$ cat config.mk
export PLATFORM = sky130hd
export DESIGN_NAME = sound_sequencer
export DESIGN_NICKNAME = d
export VERILOG_FILES = /design/src/rtl/sound_sequencer.sv
export SDC_FILE = /design/constraint.sdc
export NUM_CORES = 1
export LEC_CHECK = 0
export CORE_ASPECT_RATIO = 0.9
export CORE_MARGIN = 2
export CORE_UTILIZATION = 28
export DETAILED_ROUTE_END_ITERATION = 6
export DONT_BUFFER_PORTS = 1
export RECOVER_POWER = 25
export SLEW_MARGIN = 20
export SYNTH_ARGS = -nofsm -noshare
export SYNTH_HDL_FRONTEND = slang
export SYNTH_SLANG_ARGS = --single-unit
export TNS_END_PERCENT = 1
$ cat constraint.sdc
create_clock -name clk -period 2.7 [get_ports clk]
set_input_delay 0.27 -clock clk [delete_from_list [all_inputs] [get_ports clk]]
set_output_delay 0.27 -clock clk [all_outputs]
set_load 0.02 [all_outputs]
$ cat src/rtl/sound_sequencer.sv
// sound_sequencer: arbitrates game sound-effect requests and plays the winning effect as timed
// notes for the square-wave tone generator. Define SOUND_PENDING_EN to add a one-entry slot that
// replays the best request dropped while an effect was busy.
module sound_sequencer #(
    parameter int CLK_HZ   = 100_000_000,
    parameter int TICK_CYC = CLK_HZ / 1000
) (
    input  logic        clk,
    input  logic        rst,
    input  logic [3:0]  req,
    input  logic        sound_en,
    output logic [18:0] half_period,
    output logic        tone_en,
    output logic        busy,
    output logic [1:0]  cur_id,
    output logic        done
);
    typedef enum logic [1:0] {IDLE, PLAY, DONE} state_t;

    localparam logic [18:0] HP_A4 = 19'(CLK_HZ / 880);
    localparam logic [18:0] HP_C5 = 19'(CLK_HZ / 1046);
    localparam logic [18:0] HP_E5 = 19'(CLK_HZ / 1318);
    localparam logic [18:0] HP_G5 = 19'(CLK_HZ / 1568);
    localparam logic [18:0] HP_A5 = 19'(CLK_HZ / 1760);
    localparam logic [18:0] HP_C6 = 19'(CLK_HZ / 2094);
    localparam logic [16:0] PRE_MAX = 17'(TICK_CYC - 1);

    localparam logic [2:0] N_A4 = 3'd0, N_C5 = 3'd1, N_E5 = 3'd2, N_G5 = 3'd3;
    localparam logic [2:0] N_A5 = 3'd4, N_C6 = 3'd5, N_REST = 3'd7;

    function automatic logic [2:0] note_of(input logic [1:0] id, input logic [1:0] i);
        case (id)
            2'd0:    note_of = N_A5;
            2'd1:    note_of = (i == 2'd0) ? N_C5 : N_E5;
            2'd2:    note_of = (i == 2'd0) ? N_C5 : (i == 2'd1) ? N_E5 : (i == 2'd2) ? N_G5 : N_C6;
            default: note_of = (i == 2'd1) ? N_REST : N_A4;
        endcase
    endfunction

    function automatic logic [7:0] dur_of(input logic [1:0] id, input logic [1:0] i);
        dur_of = (id == 2'd0) ? 8'd50 : (id == 2'd1) ? 8'd100 : (id == 2'd2) ? 8'd150 :
                 (i == 2'd1) ? 8'd100 : 8'd200;
    endfunction

    function automatic logic [1:0] last_of(input logic [1:0] id);
        last_of = (id == 2'd0) ? 2'd0 : (id == 2'd1) ? 2'd1 : (id == 2'd2) ? 2'd3 : 2'd2;
    endfunction

    function automatic logic [18:0] hp_of(input logic [2:0] n);
        case (n)
            N_A4:    hp_of = HP_A4;
            N_C5:    hp_of = HP_C5;
            N_E5:    hp_of = HP_E5;
            N_G5:    hp_of = HP_G5;
            N_A5:    hp_of = HP_A5;
            N_C6:    hp_of = HP_C6;
            default: hp_of = 19'd0;
        endcase
    endfunction

    // WIN > SCORE > PRESS > START
    function automatic logic [1:0] prio(input logic [1:0] id);
        prio = (id == 2'd2) ? 2'd3 : (id == 2'd1) ? 2'd2 : (id == 2'd0) ? 2'd1 : 2'd0;
    endfunction

    state_t      state;
    logic [1:0]  idx;
    logic [16:0] presc;
    logic [7:0]  ticks;
    logic        req_v, preempt, start_v, tick_end, note_end;
    logic [1:0]  req_id, start_id, next_idx, pend_id;
    logic [2:0]  start_note, next_note;
    logic        pend_v;

    assign req_v      = |req;
    assign req_id     = req[2] ? 2'd2 : req[1] ? 2'd1 : req[0] ? 2'd0 : 2'd3;
    assign preempt    = req_v && (prio(req_id) > prio(cur_id));
    assign start_v    = (state == IDLE && req_v) || (state == PLAY && preempt) ||
                        (state == DONE && (req_v || pend_v));
    assign start_id   = (state == DONE && !req_v) ? pend_id : req_id;
    assign start_note = note_of(start_id, 2'd0);
    assign next_idx   = idx + 2'd1;
    assign next_note  = note_of(cur_id, next_idx);
    assign tick_end   = presc == PRE_MAX;
    assign note_end   = tick_end && (ticks == dur_of(cur_id, idx) - 8'd1);

    // Sequencer: start/preempt effects, time each note, step through the table, pulse done
    always_ff @(posedge clk or negedge rst) begin
        if (!rst) begin
            state       <= IDLE;
            idx         <= '0;
            presc       <= '0;
            ticks       <= '0;
            half_period <= '0;
            tone_en     <= 1'b0;
            busy        <= 1'b0;
            cur_id      <= '0;
            done        <= 1'b0;
        end else if (!sound_en) begin
            state       <= IDLE;
            idx         <= '0;
            presc       <= '0;
            ticks       <= '0;
            half_period <= '0;
            tone_en     <= 1'b0;
            busy        <= 1'b0;
            cur_id      <= '0;
            done        <= 1'b0;
        end else if (start_v) begin
            state       <= PLAY;
            cur_id      <= start_id;
            idx         <= '0;
            presc       <= '0;
            ticks       <= '0;
            half_period <= hp_of(start_note);
            tone_en     <= start_note != N_REST;
            busy        <= 1'b1;
            done        <= 1'b0;
        end else if (state == PLAY) begin
            presc <= tick_end ? '0 : presc + 17'd1;
            ticks <= note_end ? '0 : tick_end ? ticks + 8'd1 : ticks;
            if (note_end && idx == last_of(cur_id)) begin
                state       <= DONE;
                half_period <= '0;
                tone_en     <= 1'b0;
                busy        <= 1'b0;
                done        <= 1'b1;
            end else if (note_end) begin
                idx         <= next_idx;
                half_period <= hp_of(next_note);
                tone_en     <= next_note != N_REST;
            end
        end else begin
            state <= IDLE;
            done  <= 1'b0;
        end
    end

`ifdef SOUND_PENDING_EN
    logic drop;
    assign drop = (state == PLAY) && req_v && !preempt;

    // Pending slot keeps the best dropped request until the DONE cycle replays it
    always_ff @(posedge clk or negedge rst) begin
        if (!rst) begin
            pend_v  <= 1'b0;
            pend_id <= '0;
        end else if (!sound_en || (state == DONE && !req_v)) begin
            pend_v  <= 1'b0;
            pend_id <= '0;
        end else if (drop && (!pend_v || prio(req_id) > prio(pend_id))) begin
            pend_v  <= 1'b1;
            pend_id <= req_id;
        end
    end
`else
    assign pend_v  = 1'b0;
    assign pend_id = 2'd0;
`endif

endmodule

==> impl_metrics.ini, run 1 <==
[sta]
worst_pin_slew_ps = 1190
hold_viol = 0
setup_viol = 11
holdWs_ps = 143
slew_headroom_pct = 20.6
slew_viol_final = 0
rsz0062_at_grt = yes
fin_worst_skew_ps = 8.59
fmax_mhz = 368
setup-tns-final_ps = -108
fin_crit_sh_pct = 101
setup_slack_ps = -16.6
finalCriticalPeriod_ps = 2720

[routing]
drt_iter0_drc = 275
wl_per_cell_um = 16.5
ant_nets = 0
wirelength_mm = 8.37
drc = 0
routed-via-count = 2765
vias_per_cell = 5.45
first_pass_iters = 5

[outcome]
violations = setup timing
outcome = finished, violations left

[power_and_ir_drop]
combPwrFrac_pct = 27.4
power_frac_seq_pct = 37.5
pwr-share-clk_pct = 35.1
swShare_pct = 32.0
p_leak_nw = 1.55
power_density_nw_per_um2 = 597
power.internal_mw = 1.55
ir_drop_v = 0.000342
switchingPower_uw = 729

[flow_run]
maxCapViolCount = 0

[clock_network]
numClockSinks = 47
clk_latency_ps = 290
cts_buffer_depth = 2
cts_tree = built
htree_levels = 2
cts_made_buffers = 5
path_clk_slew_ps = 70
root_buffer = clkbuf_16

[cells_and_area]
final_common_cell = dfrtp_1
layout_common_cells = dfrtp_1 (45), nor2_1 (30), nand2_1 (30), buf_4 (27), a21oi_1 (14)
area_delta_synth_final_pct = 22.8
diodes = 0
fin_nets = 394
fin_area_um2 = 3820
num-fill-cells = 1079
drive_above_1_share_pct = 23.0

[worst_setup_path]
worstPathArrival_ps = 2900
cp-end-kind = register
crit_type = register to register
startpoint_type = register
cp.required_ps = 2880
crit_fanout = 11

[global_routing]
grt_start_max_net_pins = 48
grt_pass1_vias = 2547
globalRouteOverflowTotal = 0
grt_pass1_wl_mm = 12.9
gr-usage-all-layers_pct = 13.4
antenna_found_initial = 0

[yosys]
avgSynthCellArea_um2 = 8.88
synth-edff-count = 0
synthFlopType = dfrtp_1
async_flop_share_pct = 100
ys_seq_elements = 47
syn-cell-area_um2 = 3110
syn_inst = 350
synth_cell_types = 60
yosysSeqAreaShare_pct = 37.9
synth_warnings = 0

[floorplan]
start_util_pct = 28.7
die_area_um2 = 12000
core.rowCount = 36
core-area_um2 = 10800
ios = 31
die-width_um = 115
fp.dieH_um = 104

[place]
placed_area_um2 = 3360
portBuffers = 0
pre_cts_ws_ps = -125
dp_hpwl_mm = 5.85
gp_congestion = 0.878

[worst_hold_path]
worstHoldPathType = input pin to register
==> per-layer routing <==
layer  routed length, um  GRT usage (%)
met1                3690           18.8
met5                   0              0
met2                3980           21.1
met4                 111           2.67
met3                 592           3.21
==> stage by stage <==
stage               util, %  power, mW  cells
floorplan                 -       1.21    351
global placement       31.1       1.37    487
detailed placement     31.1       1.37    487
CTS                    33.3       2.20    497
global route           35.3       2.38    507
finish                 35.3       2.28    507
==> cell usage after synthesis, types with 3 or more instances <==
| master | n | area (um^2) |
|---|---|---|
| dfrtp_1 | 47 | 1180 |
| nor2_1 | 33 | 124 |
| nand2_1 | 30 | 113 |
| o21ai_0 | 21 | 105 |
| a21oi_1 | 17 | 85.1 |
| nand3_1 | 15 | 75.1 |
| ha_1 | 14 | 175 |
| xnor2_1 | 13 | 114 |
| xor2_1 | 13 | 114 |
| inv_1 | 12 | 45.0 |
| clkbuf_1 | 9 | 33.8 |
| a31oi_1 | 8 | 50.1 |
| and3_1 | 8 | 50.1 |
| a32o_1 | 7 | 70.1 |
| nor2b_1 | 7 | 43.8 |
| buf_2 | 6 | 30.0 |
| nand2b_1 | 6 | 37.5 |
| nand4_1 | 6 | 37.5 |
| a22o_1 | 5 | 43.8 |
| buf_4 | 5 | 37.5 |
| and2_1 | 4 | 25.0 |
| nor3_1 | 4 | 20.0 |
| nor4_1 | 4 | 25.0 |
| or4_1 | 4 | 30.0 |
| a2111oi_0 | 3 | 26.3 |
| a21o_1 | 3 | 22.5 |
| o2111ai_1 | 3 | 26.3 |
| o31ai_1 | 3 | 22.5 |
| or2_2 | 3 | 18.8 |
==> cell families after synthesis <==
group | share of synthesized area, %
AO/OA/AOI/OAI | 19.3
XOR/XNOR | 7.33
adder cells (fa/ha/maj) | 5.64
buffers and inverters | 5.07
flip-flops | 37.9
multiplexers | 1.37
other | 0.121
AND/OR/NAND/NOR | 23.3
==> final cells by class <==
type | instances | area, um^2 | share of cell area [%]
Clock inverter | 2 | 60.1 | 1.57
Clock buffer | 6 | 129 | 3.38
Tap cell | 133 | 166 | 4.36
Multi-Input combinational cell | 272 | 1960 | 51.2
Sequential cell | 47 | 1180 | 30.9
Inverter | 12 | 47.5 | 1.25
Timing Repair Buffer | 35 | 279 | 7.31
==> power groups by stage <==
| stage | clock [mW] | combinational (mW) | sequential [mW] |
|---|---|---|---|
| floorplan | 0 | 0.361 | 0.847 |
| global placement | 0 | 0.505 | 0.867 |
| detailed placement | 0 | 0.505 | 0.868 |
| CTS | 0.810 | 0.534 | 0.854 |
| global route | 0.842 | 0.679 | 0.861 |
| finish | 0.801 | 0.624 | 0.855 |
==> registers in the layout (all words and copies together), names as in the netlist <==
| register | cells |
|---|---|
| state | 1 |
| presc | 17 |
| tone_en | 1 |
| ticks | 8 |
| half_period | 14 |
| busy | 1 |
| done | 1 |
| cur_id | 2 |
| idx | 2 |
==> critical path, cell delays in order (launching register included) <==
cell     delay (ps)
dfrtp_2         420
inv_4            80
ha_4            130
nor2_2           30
nor2_1          120
nor2_2           70
ha_4            170
xor2_2          170
xnor2_1         190
nand3_2         130
buf_6           140
nor4_4          380
a21oi_2         170
buf_6           180
a32o_1          210
==> path summary, 6_finish.rpt <==
check / start / end / slack (ps) / depth (start not counted)
min in group asynchronous: rst / presc[10] / 750 / 2
max in group asynchronous: rst / cur_id[0] / 1140 / 2
min reg2reg: presc[1] / presc[1] / 550 / 1
min: sound_en / half_period[14] / 140 / 1
max reg2reg: cur_id[0] / half_period[14] / -20 / 14
max: cur_id[0] / half_period[14] / -20 / 14
==> repair_timing <==
item	4_1_cts	5_1_grt
hold buffers	2	0
resized for setup	2	46
cloned	0	2
hold endpoints to repair	47	0
pin swaps	0	20
buffers inserted	0	8
endpoints found under the setup margin	8	38
No activity file was read; power rests on OpenSTA's default activity.
==> inputs of run 2 (changes only) <==
--- a/config.mk
+++ b/config.mk
@@ -7,9 +7,11 @@
 export LEC_CHECK = 0
 export CORE_ASPECT_RATIO = 0.9
 export CORE_MARGIN = 2
-export CORE_UTILIZATION = 28
+export CORE_UTILIZATION = 55
 export DETAILED_ROUTE_END_ITERATION = 6
 export DONT_BUFFER_PORTS = 1
+export HOLD_SLACK_MARGIN = 0.03
+export PLACE_DENSITY = 0.7
 export RECOVER_POWER = 25
 export SLEW_MARGIN = 20
 export SYNTH_ARGS = -nofsm -noshare
==> constraint.sdc (replaced) <==
create_clock -name clk -period 3.4 [get_ports clk]
set_input_delay 0.34 -clock clk [delete_from_list [all_inputs] [get_ports clk]]
set_output_delay 0.34 -clock clk [all_outputs]
set_load 0.02 [all_outputs]
==> impl_metrics.ini, run 2 (same netlist as run 1, synthesis figures left out) <==
[cells_and_area]
reg_top3 = presc (17), half_period (14), ticks (8)
seqCellArea_um2 = 1180
num-fill-cells = 454
area_delta_synth_final_pct = 6.77
layout_common_cells = dfrtp_1 (47), nor2_1 (33), nand2_1 (30), o21ai_0 (21), a21oi_1 (17)
final_common_cell = dfrtp_1
drive_above_1_share_pct = 9.17
top_register = presc
diodes = 0
fin_area_um2 = 3320
largest_reg_flops = 17
multi_input_area_um2 = 1790
fin_nets = 369

[sta]
slew_headroom_pct = -39.0
setup-tns-final_ps = 0
fmax_mhz = 332
rsz0062_at_grt = no
hold_viol = 0
holdWs_ps = 190
fin_worst_skew_ps = 8.85
setup_viol = 0
slew_viol_final = 48
finalCriticalPeriod_ps = 3010
worst_pin_slew_ps = 2080
fin_crit_sh_pct = 88.6

[outcome]
outcome = finished, violations left
violations = capacitance limit, slew limit

[worst_setup_path]
cp.required_ps = 3580
crit_fanout = 10
crit_chain = inv_1 > ha_1 > nor2_1 > ha_1 > xor2_1 > xnor2_1 > nand3_1 > or4_1 > buf_4 > o31ai_1 > a21oi_1
cp_slowest_cell = or4_1
worstPathArrival_ps = 3190
startpoint_type = register
worst_path_largest_cell_delay_ps = 640
worst-path-buf-inv = 2
r2r_setup_slack_ps = 390
crit_type = register to register
cp-end-kind = register
cp_common_cell = ha_1
critPathTopFamily = simple AND/OR/NAND/NOR gates

[routing]
wl_per_cell_um = 17.4
first_pass_iters = 5
drt_iter0_drc = 147
ant_nets = 0
routed-via-count = 2601
wirelength_mm = 7.26
drc = 0
vias_per_cell = 6.25

[power_and_ir_drop]
power_density_nw_per_um2 = 465
p_leak_nw = 1.38
power_frac_seq_pct = 43.6
combPwrFrac_pct = 24.2
swShare_pct = 33.4
power.internal_mw = 1.03
switchingPower_uw = 515
ir_drop_v = 0.000328
pwr-share-clk_pct = 32.1

[clock_network]
cts_tree = built
path_clk_slew_ps = 90
htree_levels = 2
post_cts_buffers = 0
cts_buffer_depth = 2
root_buffer = clkbuf_8
clk_latency_ps = 310
numClockSinks = 47
cts_made_buffers = 5

[floorplan]
die-width_um = 83.2
core.rowCount = 25
die_area_um2 = 6270
fp.dieH_um = 75.3
ios = 31
core-area_um2 = 5350
start_util_pct = 58.1

[global_routing]
grt_pass1_vias = 2341
antenna_found_initial = 0
gr-usage-all-layers_pct = 23.5
grt_pass1_wl_mm = 11.7
globalRouteOverflowTotal = 0
grt_start_max_net_pins = 48

[place]
dp_hpwl_mm = 5.30
gp_congestion = 0.914
placed_area_um2 = 3160
portBuffers = 0

[worst_hold_path]
worstHoldPathType = input pin to register

[flow_run]
maxCapViolCount = 1
run 2: per-stage QoR:
stage                     power, mW  setup slack [ps]  utilization (%)  instances
after CTS                      1.55               296             62.2        416
after floorplan               0.951               390                -        351
after global placement         1.04               438             59.0        406
after global routing           1.61               113             62.0        416
after detailed placement       1.04               301             59.0        406
final                          1.54               386             62.0        416
run 2: metal layers:
metal	vias to the layer above	GRT usage [%]	part of all wire, %
li1	1263	-	-
met1	1242	32.9	49
met2	84	37.4	43
met3	12	5.09	6.2
met4	0	7.10	1.7
met5	-	0	0
run 2: layout make-up:
class                           instances  share of cell area (%)
Clock buffer                            5                    2.07
Clock inverter                          3                    2.04
Inverter                               12                    1.36
Multi-Input combinational cell        271                    53.8
Sequential cell                        47                    35.5
Tap cell                               67                    2.53
Timing Repair Buffer                   11                    2.72
run 2: power groups by stage:
| stage | Clock, mW | Combinational, mW | Sequential (mW) |
|---|---|---|---|
| 2_1_floorplan | 0 | 0.280 | 0.671 |
| 5_1_grt | 0.523 | 0.412 | 0.679 |
| 6_report | 0.496 | 0.374 | 0.673 |
| 4_1_cts | 0.502 | 0.373 | 0.674 |
| 3_3_place_gp | 0 | 0.351 | 0.684 |
| 3_5_place_dp | 0 | 0.354 | 0.685 |
run 2: path summary, 6_finish.rpt:
check,cells past startpoint,start,end
min in group asynchronous,2,rst,half_period[9]
worst max-delay path,11,cur_id[1],busy
worst min-delay path,1,sound_en,half_period[13]
worst max register to register,11,cur_id[1],busy
max in group asynchronous,2,rst,state[0]
worst min register to register,1,presc[1],presc[1]
run 2: repair_timing:
item / in CTS / in global routing
hold buffers: 2 / 0
setup endpoints to repair: 0 / 1
endpoints found under the hold margin: 47 / 0
gates resized for setup: 0 / 1
==> inputs of run 3 (changes only) <==
--- a/config.mk
+++ b/config.mk
@@ -5,6 +5,7 @@
 export SDC_FILE = /design/constraint.sdc
 export NUM_CORES = 1
 export LEC_CHECK = 0
+export CAP_MARGIN = 20
 export CORE_ASPECT_RATIO = 0.9
 export CORE_MARGIN = 2
 export CORE_UTILIZATION = 55
==> constraint.sdc (replaced) <==
create_clock -name clk -period 3.9 [get_ports clk]
set_input_delay 0.39 -clock clk [delete_from_list [all_inputs] [get_ports clk]]
set_output_delay 0.39 -clock clk [all_outputs]
set_load 0.02 [all_outputs]
==> impl_metrics.ini, run 3 (same netlist as run 1, synthesis figures left out) <==
[place]
gp_congestion = 0.926
dp_hpwl_mm = 5.23
portBuffers = 0
pre_cts_ws_ps = 379

[global_routing]
grt_pass1_vias = 2487
grt_pass1_wl_mm = 12.5
antenna_found_initial = 0
grt_start_max_net_pins = 48
globalRouteOverflowTotal = 0
grt_util_met1_pct = 34.9
busiest_layer = met2
use_met3_pct = 6.83
gr-usage-all-layers_pct = 25.1
met2_usage_pct = 38.1

[routing]
drt_iter0_drc = 169
vias_per_cell = 6.24
drc = 0
first_pass_iters = 5
routed-via-count = 2560
wirelength_mm = 7.32
ant_nets = 0
wl_per_cell_um = 17.8

[clock_network]
root_buffer = clkbuf_8
cts_buffer_depth = 2
cts_hold_buf = 2
cts_tree = built
cts_made_buffers = 5
numClockSinks = 47
path_clk_slew_ps = 90
cts_resized = 0
clk_latency_ps = 310
htree_levels = 2
post_cts_buffers = 0

[cells_and_area]
num-fill-cells = 464
final_common_cell = dfrtp_1
fin_nets = 363
largest_reg_flops = 17
layout_common_cells = dfrtp_1 (47), nor2_1 (33), nand2_1 (30), o21ai_0 (21), a21oi_1 (16)
reg_top3 = presc (17), half_period (14), ticks (8)
diodes = 0
area_delta_synth_final_pct = 5.07
drive_above_1_share_pct = 7.58
fin_util_pct = 61.0
top_register = presc

[sta]
slew_headroom_pct = -68.7
worst_pin_slew_ps = 2530
setup-tns-final_ps = 0
fin_worst_skew_ps = 9.45
slew_viol_final = 48
fin_crit_sh_pct = 90.8
hold_viol = 0
fmax_mhz = 282
finalCriticalPeriod_ps = 3540
setup_slack_ps = 357
holdWs_ps = 232
setup_viol = 0
rsz0062_at_grt = no

[worst_setup_path]
cp.required_ps = 4160
cp-end-kind = register
crit_type = register to register
crit_fanout = 14
worst_path_largest_cell_delay_ps = 790
cp_slowest_cell = or4_1
worstPathArrival_ps = 3800
startpoint_type = register
worst-path-buf-inv = 1
cp_common_cell = ha_1
critPathTopFamily = simple AND/OR/NAND/NOR gates
crit_chain = inv_1 > ha_1 > nor2_1 > ha_1 > xor2_1 > xnor2_1 > nand3_1 > or4_1 > o31ai_1 > a32o_1

[power_and_ir_drop]
power.internal_uw = 886
power.total_mw = 1.33
ir_drop_v = 0.000252
power_frac_seq_pct = 44.6
switchingPower_uw = 448
power_density_nw_per_um2 = 409
pwr-share-clk_pct = 32.6
combPwrFrac_pct = 22.9
p_leak_nw = 1.34
swShare_pct = 33.6

[floorplan]
start_util_pct = 58.1
core.rowCount = 25
ios = 31
die_area_um2 = 6270
die-width_um = 83.2
fp.dieH_um = 75.3
core-area_um2 = 5350

[outcome]
violations = capacitance limit, slew limit
outcome = finished, violations left

[flow_run]
maxCapViolCount = 1

[worst_hold_path]
worstHoldPathType = input pin to register
-- run 3: per-layer routing --
layer	wire length [um]	vias up	share of wire (%)
met4	96	0	1.3
met2	3180	78	43
met1	3550	1212	48
li1	-	1261	-
met5	0	-	0
met3	492	9	6.7
-- run 3: area by class of cell --
class / count / area, um^2 / area share, %
Multi-Input combinational cell: 271 / 1790 / 54.7
Sequential cell: 47 / 1180 / 36.0
Tap cell: 67 / 83.8 / 2.57
Clock buffer: 5 / 68.8 / 2.11
Clock inverter: 3 / 67.6 / 2.07
Inverter: 12 / 45.0 / 1.38
Timing Repair Buffer: 5 / 36.3 / 1.11
-- run 3: power groups by stage --
stage / sequential (mW) / combinational [mW] / clock, mW
after floorplan: 0.585 / 0.244 / 0
after global placement: 0.604 / 0.286 / 0
after detailed placement: 0.605 / 0.288 / 0
after CTS: 0.595 / 0.305 / 0.438
after global routing: 0.600 / 0.343 / 0.458
final: 0.594 / 0.305 / 0.435
-- run 3: worst paths after layout --
path | to | cells after the start | slack [ps] | from
max | half_period[9] | 10 | 360 | cur_id[0]
min | half_period[10] | 2 | 230 | sound_en
max reg2reg | half_period[9] | 10 | 360 | cur_id[0]
min reg2reg | presc[16] | 2 | 560 | presc[16]
max in group asynchronous | cur_id[0] | 2 | 1050 | rst
min in group asynchronous | half_period[12] | 2 | 1400 | rst
-- run 3: through the flow --
| stage | std cells | area, um^2 |
|---|---|---|
| floorplan | 351 | 3110 |
| global placement | 400 | 3110 |
| detailed placement | 400 | 3110 |
| CTS | 410 | 3280 |
| global route | 410 | 3260 |
| finish | 410 | 3260 |
